**src/rtl/pix_pkg.sv**
```systemverilog
// Shared types for the pixel front-end and the edge-detection pipeline.
package pix_pkg;

  localparam int unsigned PIXEL_W_DEF = 24;
  localparam int unsigned WIN_DEF     = 5;

  typedef logic [PIXEL_W_DEF-1:0] pixel_t;

  typedef enum logic [0:0] {
    FILL,
    STREAM
  } feeder_state_t;

endpackage

```
**src/rtl/pixel_out_reg.sv**
```systemverilog
// Single-entry valid/ready output register for pixel windows; holds its contents
// stable until the downstream handshake.
module pixel_out_reg import pix_pkg::*; #(
  parameter int unsigned PIXEL_W = PIXEL_W_DEF,
  parameter int unsigned WIN     = WIN_DEF,
  parameter int unsigned COL_W   = 10
) (
  input  logic               clk_i,
  input  logic               rst_ni,
  input  logic               load_i,
  input  logic [PIXEL_W-1:0] pixels_i [WIN],
  input  logic [COL_W-1:0]   col_i,
  input  logic               last_i,
  input  logic               ready_i,
  output logic               valid_o,
  output logic [PIXEL_W-1:0] pixels_o [WIN],
  output logic [COL_W-1:0]   col_o,
  output logic               last_o
);

  logic               valid_q;
  logic [PIXEL_W-1:0] pixels_q [WIN];
  logic [COL_W-1:0]   col_q;
  logic               last_q;

  always_ff @(posedge clk_i) begin
    if (!rst_ni) begin
      valid_q  <= 1'b0;
      pixels_q <= '{default: '0};
      col_q    <= '0;
      last_q   <= 1'b0;
    end else if (load_i) begin
      valid_q  <= 1'b1;
      pixels_q <= pixels_i;
      col_q    <= col_i;
      last_q   <= last_i;
    end else if (valid_q && ready_i) begin
      valid_q  <= 1'b0;
    end
  end

  assign valid_o  = valid_q;
  assign pixels_o = pixels_q;
  assign col_o    = col_q;
  assign last_o   = last_q;

endmodule

```
**src/rtl/pixel_window_feeder.sv**
```systemverilog
// Turns a raster pixel stream into WIN-pixel sliding windows that never straddle
// a line boundary; early start-of-line markers resynchronise the column count.
module pixel_window_feeder import pix_pkg::*; #(
  parameter int unsigned PIXEL_W  = PIXEL_W_DEF,
  parameter int unsigned WIN      = WIN_DEF,
  parameter int unsigned LINE_LEN = 640,
  parameter int unsigned COL_W    = $clog2(LINE_LEN)
) (
  input  logic               clk,
  input  logic               rst_n,
  input  logic               in_valid,
  output logic               in_ready,
  input  logic [PIXEL_W-1:0] in_pixel,
  input  logic               in_sol,
  output logic               out_valid,
  input  logic               out_ready,
  output logic [PIXEL_W-1:0] out_pixels [WIN],
  output logic [COL_W-1:0]   out_col,
  output logic               out_last,
  output logic               sol_err
);

  localparam int unsigned      FILL_W   = $clog2(WIN);
  localparam logic [COL_W-1:0]  LastCol  = COL_W'(LINE_LEN - 1);
  localparam logic [FILL_W-1:0] FullFill = FILL_W'(WIN - 1);

  feeder_state_t      state_q, state_d;
  logic [COL_W-1:0]   col_q, col_d;
  logic [FILL_W-1:0]  fill_q, fill_d;
  logic [PIXEL_W-1:0] win_q [WIN];
  logic [PIXEL_W-1:0] win_d [WIN];
  logic               sol_err_q;
  logic               accept, resync, eol, load;

  // Filling never touches the output register, so only STREAM needs a free slot.
  assign in_ready = (state_q == FILL) || !out_valid || out_ready;
  assign accept   = in_valid && in_ready;
  assign resync   = accept && in_sol && (col_q != '0);
  assign eol      = (col_q == LastCol);
  assign load     = accept && !resync && (state_q == STREAM);

  always_comb begin
    for (int unsigned i = 0; i < WIN - 1; i++) begin
      win_d[i] = win_q[i+1];
    end
    win_d[WIN-1] = in_pixel;
  end

  always_comb begin
    state_d = state_q;
    col_d   = col_q;
    fill_d  = fill_q;
    if (accept) begin
      if (resync) begin
        col_d  = COL_W'(1);
        fill_d = FILL_W'(1);
      end else if (eol) begin
        col_d  = '0;
        fill_d = '0;
      end else begin
        col_d  = col_q + 1'b1;
        fill_d = (fill_q == FullFill) ? fill_q : fill_q + 1'b1;
      end
      state_d = (fill_d == FullFill) ? STREAM : FILL;
    end
  end

  always_ff @(posedge clk) begin
    if (!rst_n) begin
      state_q   <= FILL;
      col_q     <= '0;
      fill_q    <= '0;
      sol_err_q <= 1'b0;
    end else begin
      state_q   <= state_d;
      col_q     <= col_d;
      fill_q    <= fill_d;
      sol_err_q <= resync;
    end
  end

  // Shift register is deliberately unreset; fill count gates its use.
  always_ff @(posedge clk) begin
    if (accept) begin
      win_q <= win_d;
    end
  end

  assign sol_err = sol_err_q;

  pixel_out_reg #(
    .PIXEL_W (PIXEL_W),
    .WIN     (WIN),
    .COL_W   (COL_W)
  ) u_out_reg (
    .clk_i    (clk),
    .rst_ni   (rst_n),
    .load_i   (load),
    .pixels_i (win_d),
    .col_i    (col_q),
    .last_i   (eol),
    .ready_i  (out_ready),
    .valid_o  (out_valid),
    .pixels_o (out_pixels),
    .col_o    (out_col),
    .last_o   (out_last)
  );

endmodule

```
**config.mk**
```make
export PLATFORM = sky130hd
export DESIGN_NAME = pixel_window_feeder
export DESIGN_NICKNAME = d
export VERILOG_FILES = /design/src/rtl/pix_pkg.sv /design/src/rtl/pixel_out_reg.sv /design/src/rtl/pixel_window_feeder.sv
export SDC_FILE = /design/constraint.sdc
export NUM_CORES = 1
export LEC_CHECK = 0
export CAP_MARGIN = 10
export CORE_AREA = 5 5 191 193
export CTS_CLUSTER_DIAMETER = 30
export DETAILED_ROUTE_END_ITERATION = 7
export DIE_AREA = 0 0 196 198
export PLACE_DENSITY_LB_ADDON = 0.08
export RECOVER_POWER = 50
export REMOVE_ABC_BUFFERS = 1
export SLEW_MARGIN = 20
export SYNTH_ARGS = -nofsm -noshare
export SYNTH_HDL_FRONTEND = slang
export SYNTH_SLANG_ARGS = --single-unit
```
**constraint.sdc**
```tcl
create_clock -name clk -period 6.2 [get_ports clk]
set_input_delay 1.24 -clock clk [delete_from_list [all_inputs] [get_ports clk]]
set_output_delay 1.24 -clock clk [all_outputs]
set_load 0.1 [all_outputs]
```
==> impl_metrics.env, run 1 <==
export IMPL_synth_compound_area_share_pct=10.3
export IMPL_crit_type="in2out"
export IMPL_post_cts_buffers=0
export IMPL_drive_above_1_share_pct=12.5
export IMPL_syn_inst=794
export IMPL_leakage_nw=5.02
export IMPL_slew_headroom_pct=29.4
export IMPL_antenna_found_initial=0
export IMPL_synthXorXnorAreaFrac_pct=0
export IMPL_final_common_cell="dfxtp_1"
export IMPL_cp_required_ps=4960
export IMPL_start_kind="input port"
export IMPL_cts_resized=0
export IMPL_ant_nets=0
export IMPL_synth_area_per_cell_um2=10.8
export IMPL_dr_pass1_iters=4
export IMPL_grt_pass1_wl_um=34100
export IMPL_drc_errors=0
export IMPL_num_io_pins=163
export IMPL_vias=6281
export IMPL_gr_total_overflow=0
export IMPL_yosys_area_share_simple_pct=17.1
export IMPL_period_needed_ps=4270
export IMPL_ys_ff_latch=243
export IMPL_ctsHtreeMaxLevel=3
export IMPL_rows=68
export IMPL_cap_violations=0
export IMPL_irDropWorstVdd_uv=214
export IMPL_fin_cells=1486
export IMPL_track_usage_pct=10.7
export IMPL_sw_frac_of_total_pct=21.1
export IMPL_area_growth_pct=52.5
export IMPL_yosys_warnings=0
export IMPL_cts_tree="yes"
export IMPL_netlist_area_um2=8540
export IMPL_final_nets=1006
export IMPL_drt_iter0_markers=293
export IMPL_grt_max_degree=149
export IMPL_critical_path_arrival_ps=3030
export IMPL_setup_violations_final=0
export IMPL_cts_sinks=243
export IMPL_pwr_share_seq_pct=30.8
export IMPL_tightest_slew_ps=1060
export IMPL_p_int_mw=4.46
export IMPL_clk_latency_ps=540
export IMPL_synth_top_family_by_area="simple AND/OR/NAND/NOR gates"
export IMPL_netlist_cell_type_count=43
export IMPL_place_inst=1354
export IMPL_fp_dieW_um=196
export IMPL_post_drt_wl_per_cell_um=14.0
export IMPL_place_congestion=0.677
export IMPL_outcome="finished, final reports clean"
export IMPL_antenna_cells=0
export IMPL_p_switching_mw=1.19
export IMPL_cts_buffers=72
export IMPL_hp_class="reg2reg"
export IMPL_initial_utilization_pct=24.9
export IMPL_grt_pass1_vias=6377
export IMPL_clock_root_buffer="clkbuf_16"
export IMPL_postCtsHoldBufs=0
export IMPL_crit_fanout=2
export IMPL_slew_violations=0
export IMPL_synth_fa_ha_area_share_pct=0.586
export IMPL_power_density_nw_per_um2=434
export IMPL_totalWireLength_um=20900
export IMPL_max_freq_mhz=234
export IMPL_worst_slack_ps=1930
export IMPL_path_clk_slew_ps=40
export IMPL_skew_ps=15.8
export IMPL_io_buffers=162
export IMPL_final_util_pct=37.9
export IMPL_synth_seq_area_share_pct=68.2
export IMPL_fillers=3423
export IMPL_comb_power_share_pct=3.6
export IMPL_die_height_um=198
export IMPL_clock_power_share_pct=65.6
export IMPL_layout_common_cells="dfxtp_1 (147), nand2_1 (141), nand3_1 (137)"
export IMPL_hold_viol=0
export IMPL_hpwlAfterDp_um=11600
export IMPL_synth_mux_area_share_pct=0
export IMPL_clockBufferDepth=3
export IMPL_fp_coreArea_um2=34400
export IMPL_fin_crit_sh_pct=68.9
export IMPL_rsz0062_at_grt="false"
export IMPL_end_kind="output port"
export IMPL_fp_dieArea_um2=38800
export IMPL_vias_per_cell=4.23
export IMPL_dp_slack_ps=1860
## critical path, cell delays in order
cell and delay, ps:
dlygate4sd3_1 530, nand3b_1 120, clkdlybuf4s50_1 1150
## registers in the layout, summed over array words and instances, names as in the netlist
| register | flops |
|---|---|
| col_q | 10 |
| fill_q | 3 |
| sol_err | 1 |
| state_q | 1 |
| u_out_reg.col_o | 10 |
| u_out_reg.last_o | 1 |
| u_out_reg.pixels_o | 120 |
| u_out_reg.valid_o | 1 |
| win_d | 96 |
## cell usage after synthesis (all sizes together)
master	n	area, um^2
dfxtp	147	2940
nand2	141	529
o21ai	140	704
nand3	138	691
edfxtp	96	2880
buf	31	185
clkbuf	31	116
nor2	9	36.3
a21boi	6	45.0
and3	5	31.3
inv	5	18.8
nor2b	5	31.3
a21oi	4	20.0
ha	4	50.1
a31oi	3	18.8
and2	3	18.8
nand3b	2	15.0
nand4	2	12.5
nor3b	2	15.0
nor4	2	12.5
or3	2	12.5
or4	2	15.0
a2111oi	1	8.76
a22oi	1	7.51
nand2b	1	6.26
nand4b	1	8.76
nand4bb	1	11.3
nor3	1	5.00
o21a	1	7.51
o22ai	1	6.26
o311ai	1	8.76
o31a	1	8.76
o31ai	1	7.51
o41a	1	11.3
o41ai	1	27.5
or4b	1	13.8
## routing by layer
metal / vias up / track usage (%) / part of all wire, %
met5: - / 0 / 0
met4: 0 / 4.86 / 2.3
met3: 45 / 4.75 / 7.8
met2: 163 / 15.4 / 42
met1: 2871 / 13.7 / 48
li1: 3202 / - / -
## path summary, 6_finish.rpt
kind | start | endpoint | slack [ps] | cells past startpoint
hold / removal | win_d[72] | win_d[96] | 440 | 0
setup / recovery | out_ready | in_ready | 1930 | 3
hold reg to reg | win_d[72] | win_d[96] | 440 | 0
setup reg to reg | col_q[0] | u_out_reg.pixels_o[71] | 3050 | 8
## power groups by stage
stage / combinational (mW) / sequential [mW] / clock (mW)
global placement: 0.212 / 1.77 / 0
global route: 0.221 / 1.75 / 3.92
detailed placement: 0.211 / 1.77 / 0
CTS: 0.212 / 1.74 / 3.81
finish: 0.201 / 1.74 / 3.71
floorplan: 0.0537 / 1.83 / 0
## stage by stage
| stage | hold WS, ps | TNS [ps] | total power [mW] | instance area [um^2] |
|---|---|---|---|---|
| 3_5_place_dp | 432 | 0 | 1.98 | 10500 |
| 2_1_floorplan | 426 | -656520 | 1.88 | 8240 |
| 5_1_grt | 448 | 0 | 5.88 | 13000 |
| 3_3_place_gp | 432 | 0 | 1.98 | 10500 |
| 6_report | 440 | 0 | 5.65 | 13000 |
| 4_1_cts | 433 | 0 | 5.76 | 13000 |
## area by class of cell
cell class	instances	area, um^2	area share (%)
Multi-Input combinational cell	484	2410	18.5
Tap cell	455	569	4.37
Inverter	5	21.3	0.163
Sequential cell	243	5830	44.7
Timing Repair Buffer	167	1700	13.1
Clock buffer	91	2020	15.5
Clock inverter	41	487	3.73
## cell families (layout without fill, tap and decap cells)
logic type	count (synthesis)	in the layout
simple gates	318	318
flops	243	243
compound gates	162	162
buf+inv	67	304
fa+ha+maj	4	4
No activity file was read; power rests on OpenSTA's default activity.
==> inputs of run 2 (changes only) <==
==> constraint.sdc (replaced) <==
create_clock -name clk -period 4.25 [get_ports clk]
set_input_delay 0.85 -clock clk [delete_from_list [all_inputs] [get_ports clk]]
set_output_delay 0.85 -clock clk [all_outputs]
set_load 0.1 [all_outputs]
==> run 2 against run 1 <==
Clock power is 50% higher. Clock-buffer cell count is 13 higher. Power is 49% higher. The flow now finishes with violations (capacitance limit, slew limit). Die area stayed put. Critical path type is now in2reg. Non-clock buffer count is 4 higher. Routed wire length is 0.64% higher. Largest power group unchanged.
==> impl_metrics.env, run 2 (synthesized netlist as in run 1, its figures left out) <==
export IMPL_crit_cells=9
export IMPL_grt_pass1_vias=6256
export IMPL_antenna_cells=0
export IMPL_cpMaxStageDelayCell="clkbuf_4"
export IMPL_rrSetupSlack_ps=1320
export IMPL_start_kind="input port"
export IMPL_die_height_um=198
export IMPL_gr_total_overflow=0
export IMPL_leakage_nw=4.76
export IMPL_hold_viol=0
export IMPL_holdWs_ps=439
export IMPL_final_nets=1010
export IMPL_violations="capacitance limit, slew limit"
export IMPL_crit_fanout=108
export IMPL_clock_root_buffer="clkbuf_16"
export IMPL_fp_dieW_um=196
export IMPL_crit_type="in2reg"
export IMPL_worstReg2RegStart="state_q"
export IMPL_cts_buffers=72
export IMPL_cts_tree="yes"
export IMPL_timing_critical_path_mode_cell="nand2_1"
export IMPL_reg2reg_depth=8
export IMPL_layout_common_cells="dfxtp_1 (147), nand2_1 (141), nand3_1 (137)"
export IMPL_fp_coreArea_um2=34400
export IMPL_ant_nets=0
export IMPL_largest_reg_flops=120
export IMPL_fin_cells=1492
export IMPL_cts_resized=0
export IMPL_dr_pass1_iters=4
export IMPL_hpwlAfterDp_um=12000
export IMPL_outcome="finished, violations left"
export IMPL_end_kind="flop"
export IMPL_critPathMaxStageDelay_ps=1180
export IMPL_clockBufferDepth=3
export IMPL_vias_per_cell=4.24
export IMPL_vias=6319
export IMPL_setup_violations_final=0
export IMPL_endpoint="col_q[4]"
export IMPL_worst_slack_ps=921
export IMPL_cp_cell_sequence="clkdlybuf4s50_1 > nand3b_1 > nand2_1 > clkbuf_1 > inv_4 > clkbuf_4 > nand2_1 > o31ai_1 > and2_0"
export IMPL_area_growth_pct=53.5
export IMPL_grt_max_degree=109
export IMPL_drive_above_1_share_pct=12.0
export IMPL_totalWireLength_um=21000
export IMPL_slew_headroom_pct=-8.08
export IMPL_post_cts_buffers=0
export IMPL_rsz0062_at_grt="false"
export IMPL_post_drt_wl_per_cell_um=14.1
export IMPL_rr_endpoint="col_q[4]"
export IMPL_clk_latency_ps=550
export IMPL_path_delay_family="buffers and inverters"
export IMPL_antenna_found_initial=0
export IMPL_path_clk_slew_ps=40
export IMPL_tightest_slew_ps=1620
export IMPL_power_density_nw_per_um2=641
export IMPL_max_freq_mhz=300
export IMPL_num_io_pins=163
export IMPL_critical_path_arrival_ps=3810
export IMPL_postCtsHoldBufs=0
export IMPL_power_mw=8.41
export IMPL_ctsHtreeMaxLevel=3
export IMPL_cp_required_ps=4730
export IMPL_io_buffers=162
export IMPL_hp_class="reg2reg"
export IMPL_place_congestion=0.701
export IMPL_drc_errors=0
export IMPL_dp_slack_ps=1310
export IMPL_rows=68
export IMPL_track_usage_pct=10.8
export IMPL_irDropWorstVdd_uv=320
export IMPL_drt_iter0_markers=324
export IMPL_slew_violations=109
export IMPL_stdcell_area_um2=13100
export IMPL_cts_sinks=243
export IMPL_skew_ps=12.9
export IMPL_cap_violations=1
export IMPL_initial_utilization_pct=24.9
export IMPL_final_common_cell="dfxtp_1"
export IMPL_period_needed_ps=3330
export IMPL_post_dp_cell_area_um2=10600
export IMPL_place_inst=1358
export IMPL_crit_start="out_ready"
export IMPL_fp_dieArea_um2=38800
export IMPL_path_buf_inv=4
export IMPL_grt_pass1_wl_um=33900
export IMPL_fin_crit_sh_pct=78.3
[run 2: cell count changes in the layout (fill, tap and decap cells not counted), moves of 7 or more]
cell,delta
o21ai_1,-8
dlygate4sd3_1,-90
clkbuf_1,+15
clkinv_2,-7
clkdlybuf4s50_1,+89
clkinvlp_4,-7
o21ai_0,+8
[run 2: worst min path at each step]
| stage | startpoint | endpoint | depth (start not counted) |
|---|---|---|---|
| 2_1_floorplan | win_d[76] | win_d[100] | 0 |
| 3_3_place_gp | win_d[59] | win_d[83] | 0 |
| 3_5_place_dp | win_d[70] | win_d[94] | 0 |
| 4_1_cts | win_d[70] | win_d[94] | 0 |
| 5_1_grt | win_d[72] | win_d[96] | 0 |
| 6_report | win_d[54] | win_d[78] | 0 |
[run 2: layer usage]
layer	routed length (um)	GRT usage [%]	up-vias	part of all wire, %
li1	-	-	3210	-
met1	9910	14.0	2904	47
met2	9040	15.1	162	43
met3	1510	4.90	43	7.2
met4	532	5.43	0	2.5
met5	0	0	-	0
[run 2: area by class of cell]
class	instances	area [um^2]
clock inverter	30	528
sequential	243	5830
fill	3433	21300
clock buffer	104	2030
multi-input combinational	484	2400
tap	455	569
timing repair buffer	171	1730
inverter	5	21.3
[run 2: power by group]
group	internal (mW)	switching (mW)
clock network	4.08	1.48
registers	2.51	0.0310
logic	0.0758	0.224
total	6.67	1.74
[run 2: per-stage QoR]
| stage | utilization, % | setup TNS [ps] |
|---|---|---|
| global placement | 30.8 | 0 |
| floorplan | - | -909630 |
| finish | 38.2 | 0 |
| detailed placement | 30.8 | 0 |
| CTS | 38.2 | 0 |
| global route | 38.2 | 0 |
